### src/rtl/pla_exhaustive_driver.sv
// pla_exhaustive_driver: exhaustive vector source for a PLA with ones-count and MISR response compaction
module pla_exhaustive_driver #(
  parameter int N_IN = 9,
  parameter int SIG_W = 16,
  parameter logic [SIG_W-1:0] SEED = 16'hFFFF
) (
  input  logic             clk,
  input  logic             rst_n,
  input  logic             start,
  input  logic             abort,
  output logic [N_IN-1:0]  vec_o,
  output logic             vec_valid,
  input  logic             vec_ready,
  input  logic             resp_i,
  output logic             busy,
  output logic             done,
  output logic [N_IN:0]    ones_count,
  output logic [SIG_W-1:0] signature
);
  localparam logic [SIG_W-1:0] POLY = SIG_W'(16'h1021);
  typedef enum logic [1:0] {IDLE, RUN, DONE} state_t;
  state_t state;
  logic [SIG_W-1:0] sig_nxt;
  always_comb sig_nxt = {signature[SIG_W-2:0], 1'b0} ^ ((signature[SIG_W-1] ^ resp_i) ? POLY : '0);
  always_ff @(posedge clk) begin
    if (!rst_n) begin
      state      <= IDLE;
      vec_o      <= '0;
      vec_valid  <= 1'b0;
      busy       <= 1'b0;
      done       <= 1'b0;
      ones_count <= '0;
      signature  <= SEED;
    end else if (state != RUN) begin
      if (start) begin
        state      <= RUN;
        vec_o      <= '0;
        vec_valid  <= 1'b1;
        busy       <= 1'b1;
        done       <= 1'b0;
        ones_count <= '0;
        signature  <= SEED;
      end
    end else if (abort) begin
      state     <= IDLE;
      vec_valid <= 1'b0;
      busy      <= 1'b0;
    end else if (vec_ready) begin
      ones_count <= ones_count + (N_IN+1)'(resp_i);
      signature  <= sig_nxt;
      vec_o      <= vec_o + 1'b1;
      // the all-ones vector is the last one of the sweep
      if (&vec_o) begin
        state     <= DONE;
        vec_valid <= 1'b0;
        busy      <= 1'b0;
        done      <= 1'b1;
      end
    end
  end
endmodule

### config.mk
export PLATFORM = sky130hd
export DESIGN_NAME = pla_exhaustive_driver
export DESIGN_NICKNAME = d
export VERILOG_FILES = /design/src/rtl/pla_exhaustive_driver.sv
export SDC_FILE = /design/constraint.sdc
export NUM_CORES = 1
export LEC_CHECK = 0
export CAP_MARGIN = 20
export CORE_ASPECT_RATIO = 1.75
export CORE_MARGIN = 2
export CORE_UTILIZATION = 50
export CTS_BUF_LIST = sky130_fd_sc_hd__clkbuf_8
export DETAILED_ROUTE_END_ITERATION = 10
export DONT_BUFFER_PORTS = 1
export GPL_TIMING_DRIVEN = 1
export PLACE_DENSITY_LB_ADDON = 0.25
export SLEW_MARGIN = 20
export SYNTH_ARGS = -nofsm -noshare
export SYNTH_HDL_FRONTEND = slang
export SYNTH_SLANG_ARGS = --single-unit
### constraint.sdc
create_clock -name clk -period 1.9 [get_ports clk]
set_input_delay 0.57 -clock clk [delete_from_list [all_inputs] [get_ports clk]]
set_output_delay 0.57 -clock clk [all_outputs]
set_load 0.01 [all_outputs]
==> metrics.csv, run 1 <==
stage;metric;value;unit
routing;DR pass1 iterations;5;
synthesis;Synth Net Count;171;
finish;Ant. Diodes;0;
timing;maximum clock rate;589;MHz
die;Die Wd;46.5;um
finish;final net count;176;
placed_design;Buffers on Ports;0;
die;I/O Pins;44;
grt;initial antenna violation count;0;
die;initial core utilization;0.513;
grt;vias in the first global route;1359;
synthesis;Yosys top cell by area;dfxtp_1;
clocking;post-CTS setup buffers;0;
routing;via count;1350;
timing;fin crit period;1.70;ns
worst_hold_path;Hold Path Cell Cnt;1;
synthesis;Seq cells post-synth;38;
clocking;clk_lat worst skew;0.29;ns
synthesis;Synth async-reset ratio;0;
timing;max-slew violations;0;
setup_path;r2r setup slk;0.20;ns
die;full die area;3640;um2
clocking;H-tree levels;2;
power;leakage;0.000591;uW
outcome;status;finished clean;
grt;largest net degree at the start of global routing;23;
grt;GR Util All Layers;0.216;
worst_hold_path;HP Start;rst_n;
setup_path;R2R Path Start;ones_count[0];
timing;Max-slew headroom;0.660;
synthesis;Yosys cell types;30;
clocking;Clock transition at path regs;0.07;ns
routing;final wirelength;3.66;mm
synthesis;Cells after Synth;161;
finish;final cell count without fillers;210;
synthesis;Area contributors post-synth;dfxtp_1 (48%), a221o_1 (8.9%), a21oi_1 (5.1%);
synthesis;Primary FF master, synth;dfxtp_1;
setup_path;CP Launch Type;flop;
worst_hold_path;hold endpoint;signature[5];
worst_hold_path;hold crit path type;input port to flop;
power;Pwr Total;1540;uW
routing;Vias/cell;6.43;
placed_design;placer congestion estimate;0.749;
die;# rows;27;
clocking;post-CTS resize count;0;
setup_path;Setup crit end kind;flop;
timing;Setup Viol. Count Final;0;
die;Core Region;3070;um2
clocking;Sinks on Clock Net;38;
placed_design;placed insts;202;
finish;fillers;281;
timing;fin crit share;0.893;
finish;Layout area overhead;9.60;%
synthesis;Synth top area share;0.482;
setup_path;reg-to-reg endpoint;ones_count[8];
grt;total grt overflow;0;
setup_path;CP Max Fanout;3;
synthesis;Synth top cells by count;dfxtp_1 (38), a21oi_1 (16), a221o_1 (14);
die;die height;78.3;um
setup_path;CP required;2.12;ns
clocking;TritonCTS clock tree;yes;
routing;# DRC;0;
finish;layout cells sized above 1;0.102;
routing;Routed Antenna Nets;0;
timing;Clock Skew;0.00411;ns
clocking;CTS max path bufs;2;
clocking;cts-stage hold buffer count;0;
clocking;CTS buffer count;5;
setup_path;crit path DAT;1.92;ns
synthesis;Seq/Total Area, Yosys;0.482;
flow_run;number of max-cap violations;0;
grt;first-pass GRT wire length;5.83;mm
routing;WL/cell;17.4;um
timing;worst slew pin tran;0.508;ns
timing;Final Hold Viols;0;
power;peak supply drop;0.688;mV
clocking;CTS Root Cell;clkbuf_8;
synthesis;Avg Cell Area, Syn;9.80;um2
power;pwr dens;891;nW/um2
setup_path;Worst R2R Path Depth;6;
timing;RSZ-0062 raised after global routing;false;
timing;post-route setup TNS;0;ns
placed_design;HPWL after DPL;2.71;mm
synthesis;mapped cell area;1580;um2
synthesis;EDFF count, synth;0;
synthesis;Ys Warns;0;
routing;DR iter-0 viols;49;
setup_path;kind of critical path;flop to flop;
synthesis;most frequent cell after synthesis;dfxtp_1;
per-layer routing:
metal  GRT usage  part of all wire  vias up
met1       0.207              0.35      666
met5           0                 0        -
li1            -                 -      619
met4       0.100             0.020        0
met2       0.379              0.57       55
met3      0.0805             0.059       10
worst max-delay path, stage by stage, from the launching register on:
cell and delay (ns):
dfxtp_1 0.40, ha_1 0.22, ha_1 0.17, and2_1 0.19, nand2_1 0.09, or4_1 0.41
a21oi_1 0.16
worst max-delay path by stage:
stage | start | to | slack, ns | depth (start not counted)
after floorplan | abort | ones_count[9] | 0.14 | 5
after global placement | resp_i | ones_count[8] | 0.09 | 6
after detailed placement | abort | vec_o[6] | 0.06 | 5
after CTS | ones_count[0] | ones_count[8] | 0.20 | 6
after global routing | vec_o[1] | state[1] | 0.14 | 7
final | ones_count[0] | ones_count[8] | 0.20 | 6
power breakdown:
part | internal [uW] | switching (uW)
clock network | 287 | 271
logic | 49.2 | 71.4
registers | 824 | 39.1
total | 1160 | 381
area by class of cell:
type                            instances  area (um2)  area share
Clock inverter                          2        8.76     0.00507
Clock buffer                            6        82.6      0.0478
Timing Repair Buffer                    8        60.1      0.0347
Multi-Input combinational cell        109         748       0.433
Sequential cell                        38         761       0.440
Inverter                                4        15.0     0.00868
Tap cell                               43        53.8      0.0311
cell families after synthesis:
logic type,after synthesis,synth area share
adder cells (fa/ha/maj),4,0.0317
XOR/XNOR,3,0.0167
AND/OR/NAND/NOR,47,0.165
AO/OA/AOI/OAI,52,0.241
buffers and inverters,14,0.0436
flip-flops,38,0.482
multiplexers,3,0.0198
sequential cells by signal, indices dropped and copies added (netlist names):
register / count
vec_o: 9
done: 1
state: 2
signature: 16
ones_count: 10
through the flow:
step / area, um2 / util / hold WS, ns / worst slack (ns)
4_1_cts: 1730 / 0.562 / 0.340 / 0.199
3_3_place_gp: 1640 / 0.533 / 0.526 / 0.0922
5_1_grt: 1730 / 0.562 / 0.335 / 0.138
3_5_place_dp: 1640 / 0.533 / 0.543 / 0.0640
2_1_floorplan: 1580 / - / 0.490 / 0.142
6_report: 1730 / 0.562 / 0.339 / 0.203
layout by cell type, fill, tap and decap left out, types with 5 or more instances in the layout:
| cell type | instances |
|---|---|
| a21oi_1 | 16 |
| a221o_1 | 14 |
| buf_4 | 8 |
| clkbuf_8 | 6 |
| dfxtp_1 | 38 |
| inv_1 | 5 |
| nand2_1 | 10 |
| nand3_1 | 6 |
| nor2_1 | 9 |
| o21ai_1 | 6 |
| o31ai_1 | 7 |
| or3_1 | 6 |
| or4_1 | 7 |
No activity file was read; power rests on OpenSTA's default activity.
==> inputs of run 2 (changes only) <==
--- a/config.mk
+++ b/config.mk
@@ -15,3 +15,3 @@
 export GPL_TIMING_DRIVEN = 1
-export PLACE_DENSITY_LB_ADDON = 0.25
+export PLACE_DENSITY = 0.62
 export SLEW_MARGIN = 20
--- a/constraint.sdc
+++ b/constraint.sdc
@@ -3,2 +3,2 @@
 set_output_delay 0.57 -clock clk [all_outputs]
-set_load 0.01 [all_outputs]
+set_load 0.1 [all_outputs]
==> metrics.csv, run 2 (same netlist as run 1, synthesis figures left out) <==
stage;metric;value;unit;change
placed_design;Buffers on Ports;0;;unchanged
grt;GR Util All Layers;0.224;;was 0.216
timing;maximum clock rate;592;MHz;was 589 MHz
clocking;CTS Root Cell;clkbuf_8;;unchanged
grt;total grt overflow;0;;unchanged
setup_path;CP Max Fanout;4;;was 3
die;# rows;27;;unchanged
worst_hold_path;hold crit path type;input port to flop;;unchanged
setup_path;worst path bufs/invs;1;;was 0
placed_design;Placed Area;1930;um2;was 1640 um2
routing;WL/cell;14.8;um;was 17.4 um
clocking;Clock transition at path regs;0.08;ns;was 0.07 ns
finish;max FFs per register;16;;unchanged
clocking;CTS max path bufs;2;;unchanged
setup_path;CP top delay family;buffers and inverters;;was simple AND/OR/NAND/NOR gates
timing;worst hold margin;0.339;ns;about the same
grt;largest net degree at the start of global routing;27;;was 23
clocking;post-CTS resize count;0;;unchanged
outcome;status;finished clean;;unchanged
power;pwr dens;994;nW/um2;was 891 nW/um2
setup_path;Crit path depth;1;;was 6
die;initial core utilization;0.513;;unchanged
routing;Vias/cell;5.80;;was 6.43
grt;initial antenna violation count;0;;unchanged
clocking;cts-stage hold buffer count;0;;unchanged
finish;layout cells sized above 1;0.338;;was 0.102
finish;final net count;210;;was 176
die;Core Region;3070;um2;unchanged
finish;register with the most flip-flops;signature;;unchanged
setup_path;worst-path cell chain;buf_4;;was ha_1 -> ha_1 -> and2_1 -> nand2_1 -> or4_1 -> a21oi_1
setup_path;Worst R2R Path Depth;5;;was 6
clocking;post-CTS setup buffers;0;;unchanged
timing;post-route setup TNS;0;ns;unchanged
grt;first-pass GRT wire length;6.11;mm;was 5.83 mm
die;die height;78.3;um;unchanged
die;Die Wd;46.5;um;unchanged
setup_path;crit-path max cell delay;0.48;ns;was 0.41 ns
clocking;Sinks on Clock Net;38;;unchanged
timing;Max-slew headroom;0.621;;was 0.660
setup_path;crit path DAT;1.12;ns;was 1.92 ns
placed_design;HPWL after DPL;2.66;mm;was 2.71 mm
finish;Layout area overhead;31.1;%;was 9.60%
setup_path;kind of critical path;flop to output port;;was flop to flop
power;peak supply drop;0.885;mV;was 0.688 mV
setup_path;CP required;1.33;ns;was 2.12 ns
routing;# DRC;0;;unchanged
worst_hold_path;Hold Path Cell Cnt;1;;unchanged
timing;Clock Skew;0.00743;ns;was 0.00411 ns
grt;vias in the first global route;1430;;was 1359
setup_path;crit path max-delay cell type;buf_4;;was or4_1
placed_design;placer congestion estimate;0.744;;was 0.749
timing;max-slew violations;0;;unchanged
routing;DR pass1 iterations;4;;was 5
timing;fin crit period;1.69;ns;was 1.70 ns
routing;final wirelength;3.61;mm;was 3.66 mm
finish;Ant. Diodes;0;;unchanged
routing;via count;1414;;was 1350
routing;Routed Antenna Nets;0;;unchanged
timing;worst slew pin tran;0.568;ns;was 0.508 ns
timing;fin crit share;0.889;;was 0.893
routing;DR iter-0 viols;24;;was 49
timing;RSZ-0062 raised after global routing;false;;unchanged
setup_path;Setup crit end kind;output port;;was flop
finish;final instance area;2070;um2;was 1730 um2
finish;most frequent cells in the layout;buf_4 (41), dfxtp_1 (22), a21oi_1 (16), dfxtp_2 (16), a221o_1 (14);;was dfxtp_1 (38), a21oi_1 (16), a221o_1 (14)
timing;Final Hold Viols;0;;unchanged
die;I/O Pins;44;;unchanged
setup_path;CP Launch Type;flop;;unchanged
timing;Setup Viol. Count Final;0;;unchanged
finish;biggest regs;signature: 16 flops, ones_count: 10 flops, vec_o: 9 flops;;unchanged
die;full die area;3640;um2;unchanged
power;leakage;0.000791;uW;was 0.000591 uW
clocking;clk_lat worst skew;0.29;ns;about the same
flow_run;number of max-cap violations;0;;unchanged
clocking;TritonCTS clock tree;yes;;unchanged
finish;leading cell type in the layout, fill and taps excluded;buf_4;;was dfxtp_1
clocking;H-tree levels;2;;unchanged
clocking;CTS buffer count;5;;unchanged
-- run 2: changes by cell type in the layout (fill, tap and decap cells not counted), sizes merged --
cell,previous run,this run
clkinv,1,0
buf,8,42
bufinv,0,2
inv,5,4
-- run 2: area by class of cell --
type                       count  area (um2)
clock inverter                 2        60.1
multi-input combinational    109         748
fill                         261        1010
inverter                       4        15.0
clock buffer                   6        82.6
sequential                    38         781
tap                           43        53.8
timing repair buffer          42         328
-- run 2: power breakdown --
| part | leakage, uW | internal [uW] | switching [uW] |
|---|---|---|---|
| logic | 0.000402 | 80.3 | 299 |
| clock network | 0.0000714 | 560 | 283 |
| registers | 0.000318 | 823 | 9.84 |
| total | 0.000791 | 1460 | 592 |
-- run 2: metrics by stage --
| stage | cells | util | worst slack, ns | total power [uW] |
|---|---|---|---|---|
| 3_5_place_dp | 236 | 0.626 | 0.0521 | 1230 |
| 4_1_cts | 244 | 0.673 | 0.202 | 2070 |
| 2_1_floorplan | 161 | - | 0.0172 | 1160 |
| 5_1_grt | 244 | 0.673 | 0.173 | 2110 |
| 6_report | 244 | 0.673 | 0.210 | 2060 |
| 3_3_place_gp | 236 | 0.626 | 0.0815 | 1230 |
-- run 2: final timing paths --
path,from,to,slack [ns]
max reg2reg,state[1],ones_count[5],0.29
min,rst_n,signature[12],0.34
max,state[0],vec_valid,0.21
min reg2reg,vec_o[5],vec_o[5],0.50
-- run 2: per-layer routing --
metal  part of all wire  routed length, um  track usage
met1               0.36               1310        0.238
met2               0.57               2050        0.389
met3              0.053                190       0.0713
met4              0.017                 63       0.0857
met5                  0                  0            0
==> inputs of run 3 (changes only) <==
clock period = 2 ns   (was 1.9 ns; I/O delays follow)
==> metrics.csv, run 3 (same netlist as run 1, synthesis figures left out) <==
stage;metric;value;unit;change
timing;RSZ-0062 raised after global routing;false;;unchanged
timing;post-route setup TNS;0;ns;unchanged
timing;fin crit share;0.866;;
routing;via count;1435;;was 1414
finish;most frequent cells in the layout;buf_4 (42), dfxtp_1 (27), a21oi_1 (16);;was buf_4 (41), dfxtp_1 (22), a21oi_1 (16), dfxtp_2 (16), a221o_1 (14)
setup_path;crit path DAT;1.13;ns;was 1.12 ns
setup_path;CP Launch Type;flop;;unchanged
worst_hold_path;hold crit path type;input port to flop;;unchanged
clocking;post-CTS resize count;0;;unchanged
routing;# DRC;0;;unchanged
routing;WL/cell;15.6;um;was 14.8 um
timing;max-slew violations;0;;unchanged
grt;GR Util All Layers;0.232;;was 0.224
timing;fin crit period;1.73;ns;
grt;met3 usage;0.0759;;was 0.0713
finish;max FFs per register;16;;unchanged
flow_run;number of max-cap violations;0;;unchanged
timing;worst slew pin tran;0.621;ns;was 0.568 ns
clocking;CTS Root Cell;clkbuf_8;;unchanged
placed_design;HPWL after DPL;2.80;mm;was 2.66 mm
outcome;status;finished clean;;unchanged
die;# rows;27;;unchanged
die;Core Region;3070;um2;unchanged
setup_path;CP top delay family;buffers and inverters;;unchanged
timing;Final Hold Viols;0;;unchanged
routing;final wirelength;3.80;mm;was 3.61 mm
grt;largest net degree at the start of global routing;27;;unchanged
finish;final cell count without fillers;244;;unchanged
setup_path;CP Max Fanout;5;;was 4
finish;biggest regs;signature: 16 flops, ones_count: 10 flops, vec_o: 9 flops;;unchanged
setup_path;crit-path max cell delay;0.48;ns;about the same
setup_path;Setup crit end kind;output port;;unchanged
finish;leading cell type in the layout, fill and taps excluded;buf_4;;unchanged
die;I/O Pins;44;;unchanged
finish;register with the most flip-flops;signature;;unchanged
grt;met1 GRT Util;0.226;;was 0.238
clocking;Clock transition at path regs;0.08;ns;about the same
finish;Ant. Diodes;0;;unchanged
setup_path;Worst R2R Path Depth;5;;unchanged
routing;Routed Antenna Nets;0;;unchanged
setup_path;R2R Path Start;state[1];;unchanged
clocking;clk_lat worst skew;0.29;ns;about the same
die;full die area;3640;um2;unchanged
setup_path;worst setup path startpoint;state[0];;unchanged
setup_path;worst-path cell chain;buf_4;;unchanged
setup_path;reg-to-reg endpoint;ones_count[1];;was ones_count[5]
setup_path;r2r setup slk;0.31;ns;was 0.29 ns
grt;initial antenna violation count;0;;unchanged
clocking;Sinks on Clock Net;38;;unchanged
routing;DR pass1 iterations;4;;unchanged
clocking;cts-stage hold buffer count;0;;unchanged
clocking;TritonCTS clock tree;yes;;unchanged
die;Die Wd;46.5;um;unchanged
finish;Layout area overhead;27.8;%;was 31.1%
timing;maximum clock rate;577;MHz;
grt;first-pass GRT wire length;6.26;mm;was 6.11 mm
setup_path;crit path max-delay cell type;buf_4;;unchanged
power;peak supply drop;0.619;mV;was 0.885 mV
timing;Clock Skew;0.00752;ns;was 0.00743 ns
grt;total grt overflow;0;;unchanged
setup_path;worst setup path endpoint;busy;;was vec_valid
clocking;CTS max path bufs;2;;unchanged
timing;Max-slew headroom;0.585;;was 0.621
grt;grt peak-use layer;met2;;unchanged
placed_design;placed insts;236;;unchanged
finish;layout cells sized above 1;0.313;;was 0.338
power;pwr dens;884;nW/um2;was 994 nW/um2
grt;vias in the first global route;1437;;was 1430
routing;DR iter-0 viols;21;;was 24
clocking;post-CTS setup buffers;0;;unchanged
timing;Setup Viol. Count Final;0;;unchanged
die;die height;78.3;um;unchanged
setup_path;kind of critical path;flop to output port;;unchanged
clocking;CTS buffer count;5;;unchanged
placed_design;Buffers on Ports;0;;unchanged
timing;worst hold margin;0.362;ns;was 0.339 ns
setup_path;CP required;1.40;ns;was 1.33 ns
power;leakage;0.000769;uW;was 0.000791 uW
routing;Vias/cell;5.88;;was 5.80
die;initial core utilization;0.513;;unchanged
setup_path;Crit path depth;1;;unchanged
setup_path;worst path bufs/invs;1;;unchanged
grt;grt met2 use;0.411;;was 0.389
placed_design;placer congestion estimate;0.729;;was 0.744
clocking;H-tree levels;2;;unchanged
finish;final net count;210;;unchanged
run 3: cell type report:
class / count / area [um2]
clock buffers: 5 / 68.8
clock inverters: 3 / 40.0
fillers: 272 / 1060
inverters: 4 / 15.0
multi-input cells: 109 / 748
flip-flops and latches: 38 / 774
well taps: 43 / 53.8
repair buffers: 42 / 315
run 3: power breakdown:
part / switching [uW] / internal, uW
clock network: 268 / 367
registers: 20.4 / 783
logic: 273 / 71.2
total: 561 / 1220
run 3: how the worst min path moves through the flow:
stage / start / endpoint / slack [ns] / cells after the start
4_1_cts: rst_n / signature[5] / 0.36 / 1
6_report: rst_n / signature[5] / 0.36 / 1
3_5_place_dp: signature[12] / signature[12] / 0.45 / 2
5_1_grt: rst_n / signature[12] / 0.36 / 1
3_3_place_gp: signature[12] / signature[12] / 0.45 / 2
2_1_floorplan: state[1] / state[1] / 0.53 / 2
run 3: per-stage QoR:
step	setup slack [ns]	util	area [um2]	power [uW]
4_1_cts	0.262	0.656	2020	1790
3_5_place_dp	0.0783	0.620	1910	1170
3_3_place_gp	0.143	0.620	1910	1160
5_1_grt	0.178	0.656	2020	1850
2_1_floorplan	0.000575	-	1590	1100
6_report	0.268	0.656	2020	1780
run 3: per-layer routing:
layer	share of wire	vias to the layer above
met4	0.018	0
met2	0.56	34
met5	0	-
met1	0.37	705
met3	0.052	7
li1	-	689
